==> config.mk <==
export PLATFORM = sky130hd
export DESIGN_NAME = a23_copro_master
export DESIGN_NICKNAME = d
export VERILOG_FILES = /design/src/rtl/a23_copro_master.sv
export SDC_FILE = /design/constraint.sdc
export NUM_CORES = 1
export LEC_CHECK = 0
export CORE_MARGIN = 3
export CORE_UTILIZATION = 43
export CTS_CLUSTER_SIZE = 30
export DETAILED_ROUTE_END_ITERATION = 12
export MAX_ROUTING_LAYER = met4
export PLACE_DENSITY = 0.91
export SLEW_MARGIN = 20
export SYNTH_ARGS = -nofsm -noshare
export SYNTH_HDL_FRONTEND = slang
export SYNTH_SLANG_ARGS = --single-unit
==> constraint.sdc <==
create_clock -name i_clk -period 2 [get_ports i_clk]
set_input_delay 0.6 -clock i_clk [delete_from_list [all_inputs] [get_ports i_clk]]
set_output_delay 0.6 -clock i_clk [all_outputs]
set_load 0.05 [all_outputs]
==> src/rtl/a23_copro_master.sv <==
// CP15 initiator: boots the cache registers, checks the ID register, then
// relays single MCR/MRC commands from a control client over valid/ready.
module a23_copro_master #(
    parameter logic [2:0]  BOOT_CACHE_CTRL = 3'b011,
    parameter logic [31:0] BOOT_CACHEABLE  = 32'h0000_0100,
    parameter logic [31:0] BOOT_UPDATEABLE = 32'h0000_0101,
    parameter logic [31:0] BOOT_DISRUPTIVE = 32'h0000_0000,
    parameter logic [31:0] EXPECT_ID       = 32'h4156_0300
) (
    input  logic        i_clk,
    input  logic        i_rst_n,
    input  logic        i_system_rdy,
    input  logic        i_fetch_stall,
    input  logic        i_cmd_valid,
    output logic        o_cmd_ready,
    input  logic        i_cmd_write,
    input  logic [3:0]  i_cmd_crn,
    input  logic [31:0] i_cmd_wdata,
    output logic        o_rsp_valid,
    output logic [31:0] o_rsp_rdata,
    output logic        o_boot_done,
    output logic        o_id_ok,
    output logic [1:0]  o_copro_operation,
    output logic [3:0]  o_copro_crn,
    output logic [3:0]  o_copro_crm,
    output logic [2:0]  o_copro_opcode1,
    output logic [2:0]  o_copro_opcode2,
    output logic [3:0]  o_copro_num,
    output logic [31:0] o_copro_write_data,
    input  logic [31:0] i_copro_read_data
);

    localparam logic [1:0] OP_IDLE = 2'd0;
    localparam logic [1:0] OP_MRC  = 2'd1;
    localparam logic [1:0] OP_MCR  = 2'd2;
    localparam logic [2:0] LAST_STEP = 3'd5;

    typedef enum logic [2:0] {
        WAIT_RDY, BOOT, BOOT_CAP, IDLE, ISSUE, CAPTURE
    } state_t;

    state_t     state;
    logic [2:0] step;

    assign o_copro_crm     = 4'd0;
    assign o_copro_opcode1 = 3'd0;
    assign o_copro_opcode2 = 3'd0;
    assign o_copro_num     = 4'd15;

    // Boot order: flush first, region masks next, enable caches last, then ID read.
    function automatic logic [3:0] boot_crn(input logic [2:0] s);
        case (s)
            3'd0:    boot_crn = 4'd1;
            3'd1:    boot_crn = 4'd3;
            3'd2:    boot_crn = 4'd4;
            3'd3:    boot_crn = 4'd5;
            3'd4:    boot_crn = 4'd2;
            default: boot_crn = 4'd0;
        endcase
    endfunction

    function automatic logic [31:0] boot_data(input logic [2:0] s);
        case (s)
            3'd1:    boot_data = BOOT_CACHEABLE;
            3'd2:    boot_data = BOOT_UPDATEABLE;
            3'd3:    boot_data = BOOT_DISRUPTIVE;
            3'd4:    boot_data = {29'd0, BOOT_CACHE_CTRL};
            default: boot_data = 32'd0;
        endcase
    endfunction

    always_ff @(posedge i_clk or negedge i_rst_n) begin
        if (!i_rst_n) begin
            state              <= WAIT_RDY;
            step               <= 3'd0;
            o_cmd_ready        <= 1'b0;
            o_rsp_valid        <= 1'b0;
            o_rsp_rdata        <= 32'd0;
            o_boot_done        <= 1'b0;
            o_id_ok            <= 1'b0;
            o_copro_operation  <= OP_IDLE;
            o_copro_crn        <= 4'd0;
            o_copro_write_data <= 32'd0;
        end else begin
            o_rsp_valid <= 1'b0;
            // Losing system ready resets the coprocessor, so anything in flight is dropped.
            if (state != WAIT_RDY && !i_system_rdy) begin
                state             <= WAIT_RDY;
                o_copro_operation <= OP_IDLE;
                o_cmd_ready       <= 1'b0;
                o_boot_done       <= 1'b0;
                o_id_ok           <= 1'b0;
            end else begin
                case (state)
                    WAIT_RDY: if (i_system_rdy) begin
                        state              <= BOOT;
                        step               <= 3'd0;
                        o_copro_operation  <= OP_MCR;
                        o_copro_crn        <= boot_crn(3'd0);
                        o_copro_write_data <= boot_data(3'd0);
                    end
                    BOOT: if (!i_fetch_stall) begin
                        if (step == LAST_STEP) begin
                            state             <= BOOT_CAP;
                            o_copro_operation <= OP_IDLE;
                        end else begin
                            step               <= step + 3'd1;
                            o_copro_operation  <= (step + 3'd1 == LAST_STEP) ? OP_MRC : OP_MCR;
                            o_copro_crn        <= boot_crn(step + 3'd1);
                            o_copro_write_data <= boot_data(step + 3'd1);
                        end
                    end
                    BOOT_CAP: begin
                        o_id_ok     <= (i_copro_read_data == EXPECT_ID);
                        o_boot_done <= 1'b1;
                        o_cmd_ready <= 1'b1;
                        state       <= IDLE;
                    end
                    IDLE: if (i_cmd_valid && o_cmd_ready) begin
                        o_cmd_ready        <= 1'b0;
                        o_copro_operation  <= i_cmd_write ? OP_MCR : OP_MRC;
                        o_copro_crn        <= i_cmd_crn;
                        o_copro_write_data <= i_cmd_wdata;
                        state              <= ISSUE;
                    end
                    ISSUE: if (!i_fetch_stall) begin
                        o_copro_operation <= OP_IDLE;
                        if (o_copro_operation == OP_MCR) begin
                            o_rsp_valid <= 1'b1;
                            o_cmd_ready <= 1'b1;
                            state       <= IDLE;
                        end else begin
                            state <= CAPTURE;
                        end
                    end
                    CAPTURE: begin
                        // Read data is registered by the coprocessor, so it is valid here even under stall.
                        o_rsp_rdata <= i_copro_read_data;
                        o_rsp_valid <= 1'b1;
                        o_cmd_ready <= 1'b1;
                        state       <= IDLE;
                    end
                    default: state <= WAIT_RDY;
                endcase
            end
        end
    end

endmodule
==> metrics.md, run 1 <==
| Metric | Value |
|---|---|
| Overall routed net length | `about 9600 um` |
| Synth top area share | `approximately 52%` |
| Critical path class | `reg -> reg` |
| Async set or reset register ratio after synthesis | `between 90% and 100%` |
| CP endpoint kind | `flop` |
| Die W | `about 100 um` |
| Synth Area per Inst | `10.5 um2` |
| Fin. Hold Viols | `0` |
| H-tree levels | `3` |
| Routability cong. | `between 0.8 and 0.9` |
| Worst skew pair latency | `~340 ps` |
| WHS | `194 ps` |
| Root buf cell | `clkbuf_8` |
| Reg2reg end | `o_copro_write_data[16]$_DFFE_PN0P_` |
| Critical Path Fanout Max | `between 60 and 70` |
| Clock Tree Buf Depth | `2` |
| Reg clk slew, reported paths | `90 ps` |
| Initial antenna violation count | `0` |
| Sequential fraction of the synthesis area | `between 50% and 60%` |
| Core Box Area | `0.00842 mm2` |
| Worst r2r src | `step[0]$_DFFE_PN0P_` |
| Vias/cell | `roughly 5.1` |
| CTS sink cnt | `80` |
| Final Setup Violations | `0` |
| Drt pass-1 iters | `4` |
| Core Util, Final | `65.8%` |
| Post-route ant nets | `0` |
| DRT iter0 DRCs | `60` |
| Maxcap violations | `0` |
| Status | `completed` |
| Fin Clk Skew | `approximately 15 ps` |
| Worst Max-Slew Pin Slew | `between 500 and 600 ps` |
| Initial Utilization | `roughly 46%` |
| Die Y | `100 um` |
| Antenna cell count | `0` |
| CTS buffer count | `9` |
| Final nets | `about 600` |
| DRC | `0` |
| #FFs+latches synth | `80` |
| Final Critical Period | `~1900 ps` |
| Setup TNS | `0 ps` |
| Io pins | `about 160` |
| Total grt overflow | `0` |
| I/O Buffers | `between 100 and 150` |
| Cell taking the most area after synthesis | `dfrtp_1` |
| WL/cell | `about 15 um` |
| Die ar. | `roughly 0.010 mm2` |
| Crit start category | `flop` |
| Layout cells sized above 1 | `between 30% and 40%` |
| Worst VDD drop | `0.889 mV` |
| Worst Path Required | `2190 ps` |
| Vias | `~3,200` |
| Critical path data arrival time | `roughly 2100 ps` |
| Cell Rows | `33` |
| GR Util All Layers | `19.4%` |
| Primary FF master, synth | `dfrtp_1` |
| Mapped cell area | `~0.0038 mm2` |
| Fin. max-slew vios | `0` |
| Most common cell after layout, fill and taps aside | `buf_4` |
| CTS tree | `yes` |
| Maximum clock rate | `between 500 and 600 MHz` |
| YS warnings | `0` |
| Crit path capture | `o_copro_write_data[16]$_DFFE_PN0P_` |
| Vias in the first global route | `about 3,200` |
| Register-to-Register Path Depth | `6` |
| Hold WC Path Type | `in -> async` |
| Synthesis-to-layout area growth | `44.4%` |
| Slew Limit Headroom | `roughly 64%` |
| Period utilization | `between 90% and 100%` |
| Pwr Density | `1240 mW/mm2` |
| R2R Setup Slk | `roughly 86 ps` |
| Post-synth cell types | `53` |
| Top cells by area, synth | `dfrtp_1 52%, mux2_2 9.7%, nand2_1 7.5%` |
| Post-synth EDFFs | `0` |
| Largest net degree at the start of global routing | `70` |
| First-pass GRT wire length | `15,400 um` |
| Commonest cells after routing, fill and taps aside | `95 x buf_4, 79 x dfrtp_1, 77 x nand2_1` |
| Post-DP HPWL | `around 7300 um` |
| CP Launch Point | `step[0]$_DFFE_PN0P_` |
| Mapped Cells | `367` |
| Unrepaired setup endpoints after global routing | `false` |
| Leak | `around 2.6 nW` |
## stage by stage
stage / setup WS [ps] / instances / power [W] / area [um2]
2_1_floorplan: 189 / 379 / 0.00443 / 3880
3_3_place_gp: -230 / 617 / 0.00543 / 5290
3_5_place_dp: -240 / 617 / 0.00550 / 5290
4_1_cts: 55.4 / 633 / 0.00690 / 5530
5_1_grt: 2.52 / 634 / 0.00721 / 5540
6_report: 86.2 / 634 / 0.00686 / 5540
## final cells by class
cell class                      instances  area [um2]
Fill cell                             673        2880
Sequential cell                        80        2000
Multi-Input combinational cell        257        1620
Timing Repair Buffer                  172        1530
Clock buffer                           11         151
Tap cell                              105         131
Clock inverter                          5        87.6
Inverter                                4        15.0
## cell families (layout without fill, tap and decap cells)
group | Yosys count | count (layout) | share of synthesized area, %
mux | 36 | 36 | 10.7
other cells | 2 | 14 | 0.196
buf+inv | 42 | 192 | 6.94
xor+xnor | 3 | 3 | 0.685
flops | 80 | 80 | 52.2
simple gates | 124 | 124 | 15.6
fa+ha+maj | 5 | 5 | 1.63
compound gates | 75 | 75 | 12.0
## critical path: stages, from the launching register on
cell and delay, ps:
dfrtp_2 470, ha_1 250, a21o_1 210, a221o_2 430, buf_12 210, nand2_1 90, o21ai_0 90
## worst min-delay path by stage
stage	from	end	slack (ps)	cells after the start
floorplan	i_rst_n	o_boot_done$_DFFE_PN0P_	300	0
global placement	o_copro_write_data[22]$_DFFE_PN0P_	o_copro_write_data[22]$_DFFE_PN0P_	470	2
detailed placement	o_copro_write_data[1]$_DFFE_PN0P_	o_copro_write_data[1]$_DFFE_PN0P_	470	2
CTS	i_rst_n	o_rsp_rdata[25]$_DFFE_PN0P_	190	1
global route	i_rst_n	o_rsp_rdata[5]$_DFFE_PN0P_	200	1
finish	i_rst_n	o_rsp_rdata[5]$_DFFE_PN0P_	190	1
## synthesized netlist by cell type (2+ instances only)
cell and n:
o21a_1 2, a21oi_1 6, a21boi_0 2, clkbuf_2 2
nand2_1 77, mux2_4 2, nor3_1 4, inv_1 4
o21ai_1 7, xor2_1 2, nor4bb_1 3, or3_1 2
buf_2 16, a221o_1 2, a211o_1 3, dfrtp_1 80
buf_4 15, o211ai_1 2, nor2_1 5, o21ai_0 37
nor4_1 5, ha_1 5, conb_1 2, buf_6 4
a211oi_1 3, nor2b_1 3, nor4b_1 2, nand4_1 3
nand3b_1 2, mux2_2 33, and3_1 4, nand2b_1 7
## report_power, final
group	internal (W)	total, W	leakage [nW]	switching [W]
registers	0.00200	0.00228	1.09	0.000278
logic	0.00112	0.00320	1.43	0.00207
clock network	0.000783	0.00139	0.118	0.000607
total	0.00390	0.00686	2.63	0.00296
## per-layer routing
layer  up-vias  part of all wire [%]  track usage (%)
met5         -                     0                -
met4         0                  0.98             4.87
met3        10                   6.0             3.11
met2       113                    51             33.1
met1      1542                    42             24.1
li1       1558                     -                -
## flip-flops by register name, indices dropped and copies added, names as in the netlist
register	count
o_copro_operation	2
o_copro_crn	4
o_id_ok	1
o_copro_write_data	32
o_rsp_rdata	32
state	3
step	3
o_cmd_ready	1
o_boot_done	1
o_rsp_valid	1
## timing repair
item                                    in CTS  in global routing
gates resized for setup                      0                  4
hold buffers                                 0                  0
setup buffers                                0                  1
endpoints found under the setup margin       0                 24
hold endpoints to repair                     0                  0
(Power assumes the default switching activity.)
==> run 2, diff against run 1 <==
--- a/config.mk
+++ b/config.mk
@@ -6,11 +6,11 @@
 export NUM_CORES = 1
 export LEC_CHECK = 0
 export CORE_MARGIN = 3
-export CORE_UTILIZATION = 43
+export CORE_UTILIZATION = 39
 export CTS_CLUSTER_SIZE = 30
 export DETAILED_ROUTE_END_ITERATION = 12
 export MAX_ROUTING_LAYER = met4
-export PLACE_DENSITY = 0.91
+export PLACE_DENSITY = 0.87
 export SLEW_MARGIN = 20
 export SYNTH_ARGS = -nofsm -noshare
 export SYNTH_HDL_FRONTEND = slang
==> constraint.sdc (replaced) <==
create_clock -name i_clk -period 1.58 [get_ports i_clk]
set_input_delay 0.474 -clock i_clk [delete_from_list [all_inputs] [get_ports i_clk]]
set_output_delay 0.474 -clock i_clk [all_outputs]
set_load 0.05 [all_outputs]
==> run 2 against run 1 <==
Net effect:
- the flow now finishes with violations (setup timing)
- largest cell class is now buffers
- utilization up 7.8 points
- worst hold slack better by 310 ps
- sequential power is 36% higher
- power up 56%
- clock power up 29%
- critical path depth unchanged
==> metrics.md, run 2 (synthesized netlist as in run 1, its figures left out) <==
| Metric | Value |
|---|---|
| Status | `complete, but fails checks (was completed)` |
| Failing checks | `setup timing` |
| Fin Clk Skew | `11.3 ps (was 15.4 ps)` |
| DRC | `0 (unchanged)` |
| Final nets | `639 (was 603)` |
| Die Y | `105 um (was 100 um)` |
| Register-to-Register Path Depth | `6 (unchanged)` |
| Vias in the first global route | `3,677 (was 3,230)` |
| CTS tree | `yes (unchanged)` |
| Fin. Hold Viols | `0 (unchanged)` |
| I/O Buffers | `147 (unchanged)` |
| Initial antenna violation count | `1 (was 0)` |
| WL/cell | `16.8 um (was 15.2 um)` |
| Setup TNS | `-3720 ps (was 0 ps)` |
| Most common cell after layout, fill and taps aside | `buf_12 (was buf_4)` |
| H-tree levels | `3 (unchanged)` |
| Crit-path max cell delay | `430 ps (was 470 ps)` |
| Crit path capture | `step[0]$_DFFE_PN0P_ (was o_copro_write_data[16]$_DFFE_PN0P_)` |
| Vias/cell | `4.99 (was 5.08)` |
| Die ar. | `0.0111 mm2 (was 0.0101 mm2)` |
| Maximum clock rate | `582 MHz (was 523 MHz)` |
| DRT iter0 DRCs | `91 (was 60)` |
| Final setup margin | `-138 ps (was 86.2 ps)` |
| Layout cells sized above 1 | `37.8% (was 30.2%)` |
| Top Registers | `o_copro_write_data: 32 flops, o_rsp_rdata: 32 flops, o_copro_crn: 4 flops (unchanged)` |
| Leak | `3.08 nW (was 2.63 nW)` |
| Critical Path Fanout Max | `2 (was 69)` |
| First-pass GRT wire length | `18,600 um (was 15,400 um)` |
| CTS sink cnt | `80 (unchanged)` |
| Post-route ant nets | `0 (unchanged)` |
| CP Launch Point | `step[0]$_DFFE_PN0P_ (unchanged)` |
| Vias | `3,461 (was 3,223)` |
| Critical path data arrival time | `1990 ps (was 2110 ps)` |
| Worst r2r src | `step[0]$_DFFE_PN0P_ (unchanged)` |
| CP cell instances | `ha_4 -> a21o_1 -> buf_4 -> a211o_1 -> or3_4 -> o21ai_2 (was ha_1 -> a21o_1 -> a221o_2 -> buf_12 -> nand2_1 -> o21ai_0)` |
| Total grt overflow | `0 (unchanged)` |
| Reg2reg end | `step[0]$_DFFE_PN0P_ (was o_copro_write_data[16]$_DFFE_PN0P_)` |
| Critical path class | `reg -> reg (unchanged)` |
| Overall routed net length | `11,600 um (was 9630 um)` |
| Cell Rows | `35 (was 33)` |
| Unrepaired setup endpoints after global routing | `true (was false)` |
| Hold WC Path Type | `in -> reg (was in -> async)` |
| Worst VDD drop | `0.837 mV (was 0.889 mV)` |
| Commonest cells after routing, fill and taps aside | `80 x buf_12, 76 x nand2_1, 75 x dfrtp_1 (was 95 x buf_4, 79 x dfrtp_1, 77 x nand2_1)` |
| Die W | `105 um (was 100 um)` |
| Core Box Area | `0.00942 mm2 (was 0.00842 mm2)` |
| Drt pass-1 iters | `4 (unchanged)` |
| Largest net degree at the start of global routing | `37 (was 70)` |
| Routability cong. | `0.876 (was 0.882)` |
| Slowest cell on crit path | `dfrtp_2 (unchanged)` |
| Delay-heaviest family, CP | `compound AO/OA/AOI/OAI gates (unchanged)` |
| Worst path depth | `6 (unchanged)` |
| Reg clk slew, reported paths | `90 ps (about the same)` |
| Fin. max-slew vios | `0 (unchanged)` |
| Clock Tree Buf Depth | `2 (unchanged)` |
| CP endpoint kind | `flop (unchanged)` |
| Worst Path Required | `1850 ps (was 2190 ps)` |
| Worst skew pair latency | `340 ps (about the same)` |
| CTS buffer count | `9 (unchanged)` |
| Pwr Density | `1540 mW/mm2 (was 1240 mW/mm2)` |
| GR Util All Layers | `21.5% (was 19.4%)` |
| Seq. cell area | `0.00201 mm2 (was 0.00200 mm2)` |
| Synthesis-to-layout area growth | `80.5% (was 44.4%)` |
| Area of the multi-input gates | `0.00173 mm2 (was 0.00162 mm2)` |
| R2R Setup Slk | `-140 ps (was 90 ps)` |
| CP bufs+invs | `1 (unchanged)` |
| Period utilization | `109% (was 95.7%)` |
| Root buf cell | `clkbuf_8 (unchanged)` |
| Final Setup Violations | `42 (was 0)` |
| Initial Utilization | `40.8% (was 45.6%)` |
| Fill cells | `625 (was 673)` |
| Post-DP HPWL | `8730 um (was 7350 um)` |
| Pre-CTS setup slack | `-580 ps (was -240 ps)` |
| Final Critical Period | `1720 ps (was 1910 ps)` |
| Maxcap violations | `0 (unchanged)` |
| Crit start category | `flop (unchanged)` |
| Io pins | `162 (unchanged)` |
## run 2: how the worst min path moves through the flow
stage                                             to  depth (start not counted)                  from  slack [ps]
after detailed placement  o_rsp_rdata[2]$_DFFE_PN0P_                          1               i_rst_n         360
after global placement    o_rsp_rdata[0]$_DFFE_PN0P_                          1               i_rst_n         360
after global routing      o_rsp_rdata[1]$_DFFE_PN0P_                          2  i_copro_read_data[1]         520
after floorplan              o_boot_done$_DFFE_PN0P_                          0               i_rst_n         180
final                     o_rsp_rdata[1]$_DFFE_PN0P_                          2  i_copro_read_data[1]         510
after CTS                 o_rsp_rdata[2]$_DFFE_PN0P_                          2               i_rst_n         540
## run 2: metrics by stage
stage	power, W	utilization [%]	std cells	hold WS (ps)	instance area (um2)
after CTS	0.0106	73.0	692	542	6880
after detailed placement	0.00870	69.0	668	361	6500
after floorplan	0.00574	-	379	178	3970
after global routing	0.0111	73.6	694	517	6930
after global placement	0.00854	69.0	668	360	6500
final	0.0107	73.6	694	508	6930
## run 2: power by group
group	total [W]	leakage (nW)	internal, W	switching, W
Clock	0.00179	0.117	0.00105	0.000746
Combinational	0.00580	1.89	0.00287	0.00292
Sequential	0.00309	1.08	0.00254	0.000554
Total	0.0107	3.08	0.00646	0.00422
## run 2: routing by layer
| layer | share of wire, % | wire, um | GRT usage [%] | vias to the layer above |
|---|---|---|---|---|
| met1 | 38 | 4360 | 23.8 | 1683 |
| li1 | - | - | - | 1633 |
| met2 | 56 | 6480 | 38.3 | 125 |
| met3 | 5.0 | 585 | 5.27 | 20 |
| met4 | 1.7 | 200 | 6.56 | 0 |
| met5 | 0 | 0 | - | - |
## run 2: cell type report
type | instances | area share [%]
sequential | 80 | 29.0
timing repair buffer | 208 | 40.1
clock buffer | 10 | 1.84
inverter | 4 | 0.217
antenna | 1 | 0.0361
multi-input combinational | 257 | 25.0
tap | 129 | 2.33
clock inverter | 5 | 1.50
## run 2: worst reg2reg max path, cell delays in order (launching register included)
cell and delay, ps:
dfrtp_2 430, ha_4 160, a21o_1 160, buf_4 130
a211o_1 260, or3_4 360, o21ai_2 150
## run 2: what timing repair did
action	CTS	global route
endpoints found under the hold margin	14	0
gates resized for setup	19	12
hold buffers	1	0
cloned	1	0
endpoints found under the setup margin	46	43
pin swaps	7	2
buffers inserted	7	1
